===== src/rtl/vga_playfield_renderer.sv =====
// vga_playfield_renderer: 640x480 VGA timing with a shadowed N-car playfield,
// external background and frog sprite, and a per-frame frog/car collision flag.
// Optional feature macro: VGA_COLLISION_EN (builds coll_acc and the collision output).
// Pipeline: stage 0 = counters + combinational hit tests, stage 1 = hit/sync
// registers, stage 2 = colour/sync output registers.

// Per-car cell test: row match, non-empty slot, on-grid column, and the
// column lying within len cells to the right of x with horizontal wrap.
module vga_car_lane #(
   parameter logic [5:0] GRID_COLS = 6'd20
) (
   input  logic [5:0] i_col,
   input  logic [4:0] i_row,
   input  logic [4:0] i_x,
   input  logic [3:0] i_y,
   input  logic [2:0] i_len,
   output logic       o_hit
);
   logic [5:0] w_diff;
   logic [5:0] w_d;

   // Column and x are both below 32, so bit 5 of the difference is its sign.
   assign w_diff = i_col - {1'b0, i_x};
   assign w_d    = w_diff[5] ? (w_diff + GRID_COLS) : w_diff;
   assign o_hit  = (i_row == {1'b0, i_y}) && (i_len != 3'd0) &&
                   ({1'b0, i_x} < GRID_COLS) && (w_d < {3'b000, i_len});
endmodule

module vga_playfield_renderer #(
   parameter int         H_ACTIVE  = 640,
   parameter int         H_FP      = 16,
   parameter int         H_SYNC    = 96,
   parameter int         H_BP      = 48,
   parameter int         V_ACTIVE  = 480,
   parameter int         V_FP      = 10,
   parameter int         V_SYNC    = 2,
   parameter int         V_BP      = 33,
   parameter int         CELL_LOG2 = 5,
   parameter int         N_CARS    = 11,
   parameter logic [8:0] FROG_RGB  = 9'h1FF,
   parameter logic [8:0] CAR_RGB   = 9'h1C0
) (
   input  logic                  i_clk,
   input  logic                  i_rst_n,
   input  logic [4:0]            i_frog_col,
   input  logic [3:0]            i_frog_row,
   input  logic [5*N_CARS-1:0]   i_car_x,
   input  logic [4*N_CARS-1:0]   i_car_y,
   input  logic [3*N_CARS-1:0]   i_car_len,
   output logic [9:0]            o_px_x,
   output logic [8:0]            o_px_y,
   output logic                  o_px_active,
   input  logic [8:0]            i_bg_rgb,
   input  logic                  i_sprite_px,
   output logic [2:0]            o_vga_r,
   output logic [2:0]            o_vga_g,
   output logic [2:0]            o_vga_b,
   output logic                  o_vga_hs,
   output logic                  o_vga_vs,
   output logic                  o_frame_tick,
   output logic                  o_collision
);
   localparam logic [9:0] H_ACT     = 10'(H_ACTIVE);
   localparam logic [9:0] H_SYNC_LO = 10'(H_ACTIVE + H_FP);
   localparam logic [9:0] H_SYNC_HI = 10'(H_ACTIVE + H_FP + H_SYNC);
   localparam logic [9:0] H_LAST    = 10'(H_ACTIVE + H_FP + H_SYNC + H_BP - 1);
   localparam logic [9:0] V_ACT     = 10'(V_ACTIVE);
   localparam logic [9:0] V_SYNC_LO = 10'(V_ACTIVE + V_FP);
   localparam logic [9:0] V_SYNC_HI = 10'(V_ACTIVE + V_FP + V_SYNC);
   localparam logic [9:0] V_LAST    = 10'(V_ACTIVE + V_FP + V_SYNC + V_BP - 1);
   localparam logic [5:0] GRID_COLS = 6'(H_ACTIVE >> CELL_LOG2);

   logic [9:0] r_h_cnt, r_v_cnt;
   logic [4:0] r_frog_col_s;
   logic [3:0] r_frog_row_s;
   logic [N_CARS-1:0][4:0] r_car_x_s;
   logic [N_CARS-1:0][3:0] r_car_y_s;
   logic [N_CARS-1:0][2:0] r_car_len_s;
   logic       r_frame_tick;
   logic       r1_active, r1_hs, r1_vs, r1_frog_hit, r1_car_hit;
   logic [8:0] r1_bg;
   logic       r2_hs, r2_vs;
   logic [8:0] r2_rgb;

   logic       w_active, w_hs, w_vs, w_frog_hit;
   logic [5:0] w_col;
   logic [4:0] w_row;
   logic [N_CARS-1:0] w_car_hits;

   // Stage 0: pixel position and the combinational tests on it.
   assign w_active    = (r_h_cnt < H_ACT) && (r_v_cnt < V_ACT);
   assign w_hs        = !((r_h_cnt >= H_SYNC_LO) && (r_h_cnt < H_SYNC_HI));
   assign w_vs        = !((r_v_cnt >= V_SYNC_LO) && (r_v_cnt < V_SYNC_HI));
   assign w_col       = 6'(r_h_cnt >> CELL_LOG2);
   assign w_row       = 5'(r_v_cnt >> CELL_LOG2);
   assign w_frog_hit  = w_active && (w_col == {1'b0, r_frog_col_s}) &&
                        (w_row == {1'b0, r_frog_row_s}) && i_sprite_px;
   assign o_px_x      = r_h_cnt;
   // px_y only needs the visible range; blanking rows past 511 alias harmlessly.
   assign o_px_y      = r_v_cnt[8:0];
   // Counters sit at (0,0) during reset, so visibility is masked by reset itself.
   assign o_px_active = w_active && i_rst_n;

   for (genvar g = 0; g < N_CARS; g++) begin : g_lane
      vga_car_lane #(.GRID_COLS(GRID_COLS)) u_lane (
         .i_col (w_col),
         .i_row (w_row),
         .i_x   (r_car_x_s[g]),
         .i_y   (r_car_y_s[g]),
         .i_len (r_car_len_s[g]),
         .o_hit (w_car_hits[g])
      );
   end

   // Free-running raster counters; v advances on each h wrap.
   always_ff @(posedge i_clk or negedge i_rst_n) begin
      if (!i_rst_n) begin
         r_h_cnt <= '0;
         r_v_cnt <= '0;
      end else if (r_h_cnt == H_LAST) begin
         r_h_cnt <= '0;
         r_v_cnt <= (r_v_cnt == V_LAST) ? 10'd0 : r_v_cnt + 10'd1;
      end else begin
         r_h_cnt <= r_h_cnt + 10'd1;
      end
   end

   // Frame tick one cycle after entering (0,V_ACTIVE); shadows load on that tick.
   always_ff @(posedge i_clk or negedge i_rst_n) begin
      if (!i_rst_n) begin
         r_frame_tick <= 1'b0;
         r_frog_col_s <= '0;
         r_frog_row_s <= '0;
         r_car_x_s    <= '0;
         r_car_y_s    <= '0;
         r_car_len_s  <= '0;
      end else begin
         r_frame_tick <= (r_h_cnt == 10'd0) && (r_v_cnt == V_ACT);
         if (r_frame_tick) begin
            r_frog_col_s <= i_frog_col;
            r_frog_row_s <= i_frog_row;
            r_car_x_s    <= i_car_x;
            r_car_y_s    <= i_car_y;
            r_car_len_s  <= i_car_len;
         end
      end
   end

   // Stages 1 and 2: register hits/syncs, then resolve priority into colour.
   always_ff @(posedge i_clk or negedge i_rst_n) begin
      if (!i_rst_n) begin
         r1_active   <= 1'b0;
         r1_hs       <= 1'b1;
         r1_vs       <= 1'b1;
         r1_bg       <= '0;
         r1_frog_hit <= 1'b0;
         r1_car_hit  <= 1'b0;
         r2_hs       <= 1'b1;
         r2_vs       <= 1'b1;
         r2_rgb      <= '0;
      end else begin
         r1_active   <= w_active;
         r1_hs       <= w_hs;
         r1_vs       <= w_vs;
         r1_bg       <= i_bg_rgb;
         r1_frog_hit <= w_frog_hit;
         r1_car_hit  <= |w_car_hits;
         r2_hs       <= r1_hs;
         r2_vs       <= r1_vs;
         if (!r1_active)       r2_rgb <= '0;
         else if (r1_frog_hit) r2_rgb <= FROG_RGB;
         else if (r1_car_hit)  r2_rgb <= CAR_RGB;
         else                  r2_rgb <= r1_bg;
      end
   end

   assign o_vga_r      = r2_rgb[8:6];
   assign o_vga_g      = r2_rgb[5:3];
   assign o_vga_b      = r2_rgb[2:0];
   assign o_vga_hs     = r2_hs;
   assign o_vga_vs     = r2_vs;
   assign o_frame_tick = r_frame_tick;

`ifdef VGA_COLLISION_EN
   logic r_coll_acc, r_collision;
   logic w_hit;

   assign w_hit = r1_frog_hit && r1_car_hit;

   // Accumulate overlap over the frame; publish and clear on the frame tick.
   always_ff @(posedge i_clk or negedge i_rst_n) begin
      if (!i_rst_n) begin
         r_coll_acc  <= 1'b0;
         r_collision <= 1'b0;
      end else if (r_frame_tick) begin
         r_collision <= r_coll_acc || w_hit;
         r_coll_acc  <= 1'b0;
      end else if (w_hit) begin
         r_coll_acc  <= 1'b1;
      end
   end

   assign o_collision = r_collision;
`else
   assign o_collision = 1'b0;
`endif
endmodule


===== config.mk =====
export PLATFORM = sky130hd
export DESIGN_NAME = vga_playfield_renderer
export DESIGN_NICKNAME = d
export VERILOG_FILES = /design/src/rtl/vga_playfield_renderer.sv
export SDC_FILE = /design/constraint.sdc
export NUM_CORES = 1
export LEC_CHECK = 0
export ABC_AREA = 1
export ABC_CLOCK_PERIOD_IN_PS = 3600
export BUFFER_PORTS_ARGS = -buffer_cell sky130_fd_sc_hd__buf_2
export CAP_MARGIN = 20
export CORE_UTILIZATION = 55
export CTS_CLUSTER_SIZE = 16
export DETAILED_ROUTE_END_ITERATION = 7
export PLACE_DENSITY_LB_ADDON = 0.2
export SLEW_MARGIN = 20
export SYNTH_ARGS = -nofsm -noshare
export SYNTH_HDL_FRONTEND = slang
export SYNTH_SLANG_ARGS = --single-unit

===== constraint.sdc =====
create_clock -name i_clk -period 3.6 [get_ports i_clk]
set_clock_uncertainty 0.05 [all_clocks]
set_input_delay 0.54 -clock i_clk [delete_from_list [all_inputs] [get_ports i_clk]]
set_output_delay 0.54 -clock i_clk [all_outputs]
set_load 0.02 [all_outputs]

# == Word level (Yosys, flattened, before mapping) ==
# Cells that the tools add are included.
# classes
addsub,24
n_lt_le_gt_ge,28
eq_ne,16
n_mux,16
n_reduce_logical,56
# ops
op,count
$add 6x5->6 const B,11
$lt 6x3->1,11
$mux 6,11
$sub 5x5->6,11
$eq 5x4->1,12
$lt 5x5->1 const B,11
$logic_and 1x1->1,41
$reduce_bool 3->1,11
$mux 9,3
$add 10x1->10 const B,2
$eq 10x10->1 const B,2
$lt 10x10->1 const B,2
$lt 10x9->1 const B,2
$mux 10,2
$reduce_or 11->1,1
$eq 10x9->1 const B,1
$ge 10x10->1 const B,1
$ge 10x9->1 const B,1
$logic_not 10->1,1
$eq 5x5->1,1
$logic_not 1->1,2
# totals
reg_bits,187
in_bits,153
out_inout_bits,33

# == Longest topological paths before layout ==
# logic_depth
word_depth,6
depth_mapped,21
ltp_nobuf,20

# == Cells and area by module ==
# Synthesis repeated with hierarchy kept, for this count alone.
# unflattened
cells_unflattened,1537
area_unflattened_um2,12878.6
# by_module_without_submodules
module,n_inst,cells_each,area_per_inst_um2,seq_area_each_um2
vga_playfield_renderer,1,573,7516.0,4684.5
vga_car_lane (g_lane[4].u_lane ...),6,89,489.2,0.0
vga_car_lane (g_lane[0].u_lane ...),5,86,485.5,0.0

# == Least setup slack after synthesis ==
# OpenSTA, ideal clock, no wires.
# synth_timing
kind,reg-to-reg
startpoint,"reg r_h_cnt[6], in the netlist o_px_x[6]"
endpoint,reg r1_car_hit
setup_time_ps,68
arrival_ps,2995
required_time_ps,3482
path_slack_ps,486
path_stages_with_launch,15
path_buffers,0
synth_period_minus_slack_ps,3114
cell_sequence,dfrtp_1 -> ha_1 -> a21oi_1 -> or2_2 -> nand3_1 -> xnor2_1 -> ha_1 -> or2_2 -> nor3_2 -> nand3_1 -> nor3_1 -> nand3_1 -> nor2_1 -> nor2_1 -> nand3_1
# synth_via
elab_chain_cells,6
elab_cells_between_ends,56
cone_classes,22 x add/sub; 11 x order compare; 11 x mux; 12 x reduce/logical
# synth_lines
item,line,text
from (decl),73,"logic [9:0] r_h_cnt, r_v_cnt;"
from (signal assigned),124,r_h_cnt <= r_h_cnt + 10'd1;
$sub 5x5->6,23,"assign w_diff = i_col - {1'b0, i_x};"
$add 6x5->6,24,assign w_d = w_diff[5] ? (w_diff + GRID_COLS) : w_diff;
$mux 6,24,
$lt 6x3->1,26,"({1'b0, i_x} < GRID_COLS) && (w_d < {3'b000, i_len});"
$logic_and 1x1->1,26,
$reduce_or 11->1 (*),167,r1_car_hit <= |w_car_hits;
to (signal assigned),167,
to (decl),80,"logic r1_active, r1_hs, r1_vs, r1_frog_hit, r1_car_hit;"
# Every way passes the cells marked *; elsewhere a longest branch is shown, timed or not.
# A chain may end at the register's enable or synchronous reset.

# == Final worst setup path ==
# layout_timing
startpoint,"reg r_h_cnt[8], in the netlist o_px_x[8]"
endpoint,reg r1_car_hit
# The elaborated chain is that of the path after synthesis.

==> impl_results.md <==
* Sink Count at 187
* Synthesis warning total at 0
* Most prevalent standard cell on the critical path: sky130_fd_sc_hd__nor2_1
* Wirelength, routed at 29.1 mm
* H-tree depth at 4
* Syn Std Cell Area at 11700 sq um
* Sum of net half-perimeters after detailed placement at 21.6 mm
* R2R Setup Slk at 0.54 ns
* Actual slew at the worst max-slew pin at 0.953 ns
* WP data required at 3.92 ns
* Max FO, Critical Path at 12
* Final Max Slew Viols at 0
* Reg2reg path depth at 18
* Post-detailed-route count of antenna-violating nets at 0
* CTS tree: yes
* Most numerous cell in the Yosys netlist: sky130_fd_sc_hd__nand2_1
* Share of final-layout standard cells stronger than drive strength 1 at 18.0%
* CP Buf/Inv Count at 1
* Number of enable flip-flop cells after synthesis at 0
* Cell count after synthesis at 1468
* Worst-path cell chain: ha_1, nand2_1, inv_1, o21ai_1, nand3_1, xor2_1, ha_1, nor2_1, o21ai_1, nor2_1, nand2_1, nor2_1, nand3_1, nor2_1, nand2_1, nand2_1, nor2_1, nand3_1
* Top_reg_cell synth: sky130_fd_sc_hd__dfrtp_1
* Root cell of the clock tree: sky130_fd_sc_hd__clkbuf_16
* Final global-route overflow total at 0
* Tightest slew margin relative to the limit at 36.5%
* Average cell area after synthesis at 7.97 sq um
* Yosys reg bits at 187
* Critical path launch point: o_px_x[8]
* Setup TNS after final layout at 0 ns
* Fmax at 0.327 GHz
* Number of max-capacitance violations reported at 0
* Port Buf Inserts at 184
* Hold slack at -0.000271 ns
* Top post-synthesis cells by count: sky130_fd_sc_hd__nand2_1 (344), sky130_fd_sc_hd__inv_1 (235), sky130_fd_sc_hd__dfrtp_1 (183)
* Maximum count of clock buffers along a single path at 2
* Total number of placement rows at 52
* Slowest cell on crit path: sky130_fd_sc_hd__dfrtp_1
* Die Outline Area at 21900 sq um
* Final critical-path required period at 3.06 ns
* Nets in the synthesized netlist at 1724
* Starting density of the core at 56.9%
* Horizontal extent of the die at 148 um
* Routability congestion estimate from global placement at 0.915
* Area growth syn-to-layout at 15.5%
* Detailed-route vias per instance at 5.24
* Cts repair resizes at 0
* First-pass DRT Iterations at 5
* Via count of the first global-routing pass at 9833
* TritonCTS buffer count at 17
* Launch instance of the worst register-to-register path: o_px_x[8]
* WS Path Type: reg -> reg
* Delay contributed by the slowest stage of the critical path at 0.82 ns
* Setup repair bufs after CTS at 0
* Fraction of the yosys area taken by sequential cells at 40.0%
* Crit path launch type: flip-flop
* Antenna diode count at 0
* Post-layout worst setup margin at 0.542 ns
* Boundary Pins at 186
* Critical R2R Capture: r1_car_hit
* Number of endpoints failing setup at the final stage at 0
* Antenna violations before repair at 0
* Largest delay contributor family on the critical path: simple AND/OR/NAND/NOR gates
* Worst slack at placement at 0.595 ns
* Outcome: finished, violations left
* Part of the cycle the worst path needs at 85.0%
* Routed len/inst at 15.1 um
* Post-CTS Hold Fix Bufs at 0
* Overall power of the completed layout at 4.18 mW
* Lkg Pwr at 7.45 nW
* Die Y at 148 um
* Largest cells by area after synthesis: sky130_fd_sc_hd__dfrtp_1 (39%), sky130_fd_sc_hd__nand2_1 (11%), sky130_fd_sc_hd__ha_1 (9.8%)
* Iteration-0 DRC Markers at 559
* Worst-Skew Late Latency at 0.45 ns
* Min-delay worst type: in -> async
* Largest net degree at the start of global routing at 121
* Area fraction of the dominant cell type after synthesis at 39.1%
* Violated checks: negative hold slack
* Hold violation total from the final report at 1
* Logic depth of the worst path, buffers included at 18
* Critical Path Sink Type: flip-flop
* Floorplan Core Area at 20600 sq um
* Share of async-settable or async-resettable flops after synthesis at 100%
* Setup repair after global routing missed its margin: false
* Max VDD drop at 0.231 mV
* Arr. time, crit path at 3.38 ns
* Library cell occupying the most area in the post-synthesis netlist: sky130_fd_sc_hd__dfrtp_1
* Overall global routing resource usage at 27.8%
* Clock edge transition at the registers on the reported setup and hold paths at 0.08 ns
* Wire length of the first global-routing pass at 47.7 mm
* Unique cell type count in the Yosys netlist at 51
* Areal power density over the cells at 310 nW/um^2
* Number of nets in the layout at 1901
* Total number of vias at 10100
* Number of DRC violations after detailed routing at 0
-- power breakdown --
part	switching [mW]	internal, mW	total [mW]
registers	0.00207	2.11	2.11
clock network	0.934	0.991	1.93
logic	0.0791	0.0679	0.147
-- area by class of cell --
type	count	area (sq um)
inverter	242	910
timing repair buffer	200	1070
clock inverter	15	176
clock buffer	17	425
tap	270	338
multi-input combinational	997	5900
fill	1794	7050
sequential	187	4690
-- worst reg2reg max path, stage by stage, from the launching register on --
cell and delay [ns]:
sky130_fd_sc_hd__dfrtp_1 0.82, sky130_fd_sc_hd__ha_1 0.40, sky130_fd_sc_hd__nand2_1 0.09, sky130_fd_sc_hd__inv_1 0.05, sky130_fd_sc_hd__o21ai_1 0.13, sky130_fd_sc_hd__nand3_1 0.19
sky130_fd_sc_hd__xor2_1 0.18, sky130_fd_sc_hd__ha_1 0.19, sky130_fd_sc_hd__nor2_1 0.08, sky130_fd_sc_hd__o21ai_1 0.08, sky130_fd_sc_hd__nor2_1 0.10, sky130_fd_sc_hd__nand2_1 0.05
sky130_fd_sc_hd__nor2_1 0.10, sky130_fd_sc_hd__nand3_1 0.11, sky130_fd_sc_hd__nor2_1 0.10, sky130_fd_sc_hd__nand2_1 0.09, sky130_fd_sc_hd__nand2_1 0.07, sky130_fd_sc_hd__nor2_1 0.04
sky130_fd_sc_hd__nand3_1 0.08
-- sequential cells by signal (all words and copies together) (netlist names), 4 cells and up --
| name | flops |
|---|---|
| r_frog_col_s | 5 |
| r_frog_row_s | 4 |
| r_v_cnt | 10 |
| r2_rgb | 9 |
| r_car_y_s | 44 |
| o_px_x | 10 |
| r1_bg | 9 |
| r_car_len_s | 33 |
| r_car_x_s | 55 |
-- how the worst max path moves through the flow --
stage / endpoint / slack, ns
2_1_floorplan: r1_car_hit / 0.49
3_3_place_gp: r1_car_hit / 0.63
3_5_place_dp: r1_car_hit / 0.59
4_1_cts: r1_car_hit / 0.55
5_1_grt: r1_car_hit / 0.19
6_report: r1_car_hit / 0.54
-- kinds of logic (layout without fill, tap and decap cells) --
logic type	after synthesis	after routing	synth area share [%]
AOI/OAI and AO/OA	226	226	10.2
xor gates and xnor gates	40	40	2.99
adders and majority gates	103	103	11.7
buffers and inverters	284	474	9.56
DFF	187	187	40.0
muxes	32	32	3.08
other	1	1	0.0320
and+or+nand+nor	595	595	22.4
-- placed cells by master, fill, tap and decap left out, types with 16 or more instances in the layout --
master,netlist,routed
sky130_fd_sc_hd__xnor2_1,18,18
sky130_fd_sc_hd__o21ai_0,135,135
sky130_fd_sc_hd__dfrtp_1,183,181
sky130_fd_sc_hd__xor2_1,22,22
sky130_fd_sc_hd__nor3_1,21,21
sky130_fd_sc_hd__buf_2,17,183
sky130_fd_sc_hd__a21oi_1,58,58
sky130_fd_sc_hd__mux2_2,32,32
sky130_fd_sc_hd__nand4_1,16,16
sky130_fd_sc_hd__nor2_1,84,84
sky130_fd_sc_hd__inv_1,235,235
sky130_fd_sc_hd__nand2_1,344,344
sky130_fd_sc_hd__clkbuf_16,0,17
sky130_fd_sc_hd__ha_1,92,92
sky130_fd_sc_hd__nand3_1,84,84
-- metal layers --
layer | part of all wire [%] | track usage, %
met1 | 46 | 37.2
met2 | 46 | 45.2
met3 | 5.9 | 5.31
met4 | 2.7 | 9.90
met5 | 0 | 0
-- metrics by stage --
| step | utilization, % | std cells | instance area (sq um) |
|---|---|---|---|
| 2_1_floorplan | - | 1468 | 11700 |
| 3_3_place_gp | 62.8 | 1896 | 12900 |
| 3_5_place_dp | 62.8 | 1896 | 12900 |
| 4_1_cts | 65.7 | 1928 | 13500 |
| 5_1_grt | 65.7 | 1928 | 13500 |
| 6_report | 65.7 | 1928 | 13500 |
(Power assumes the default switching activity.)
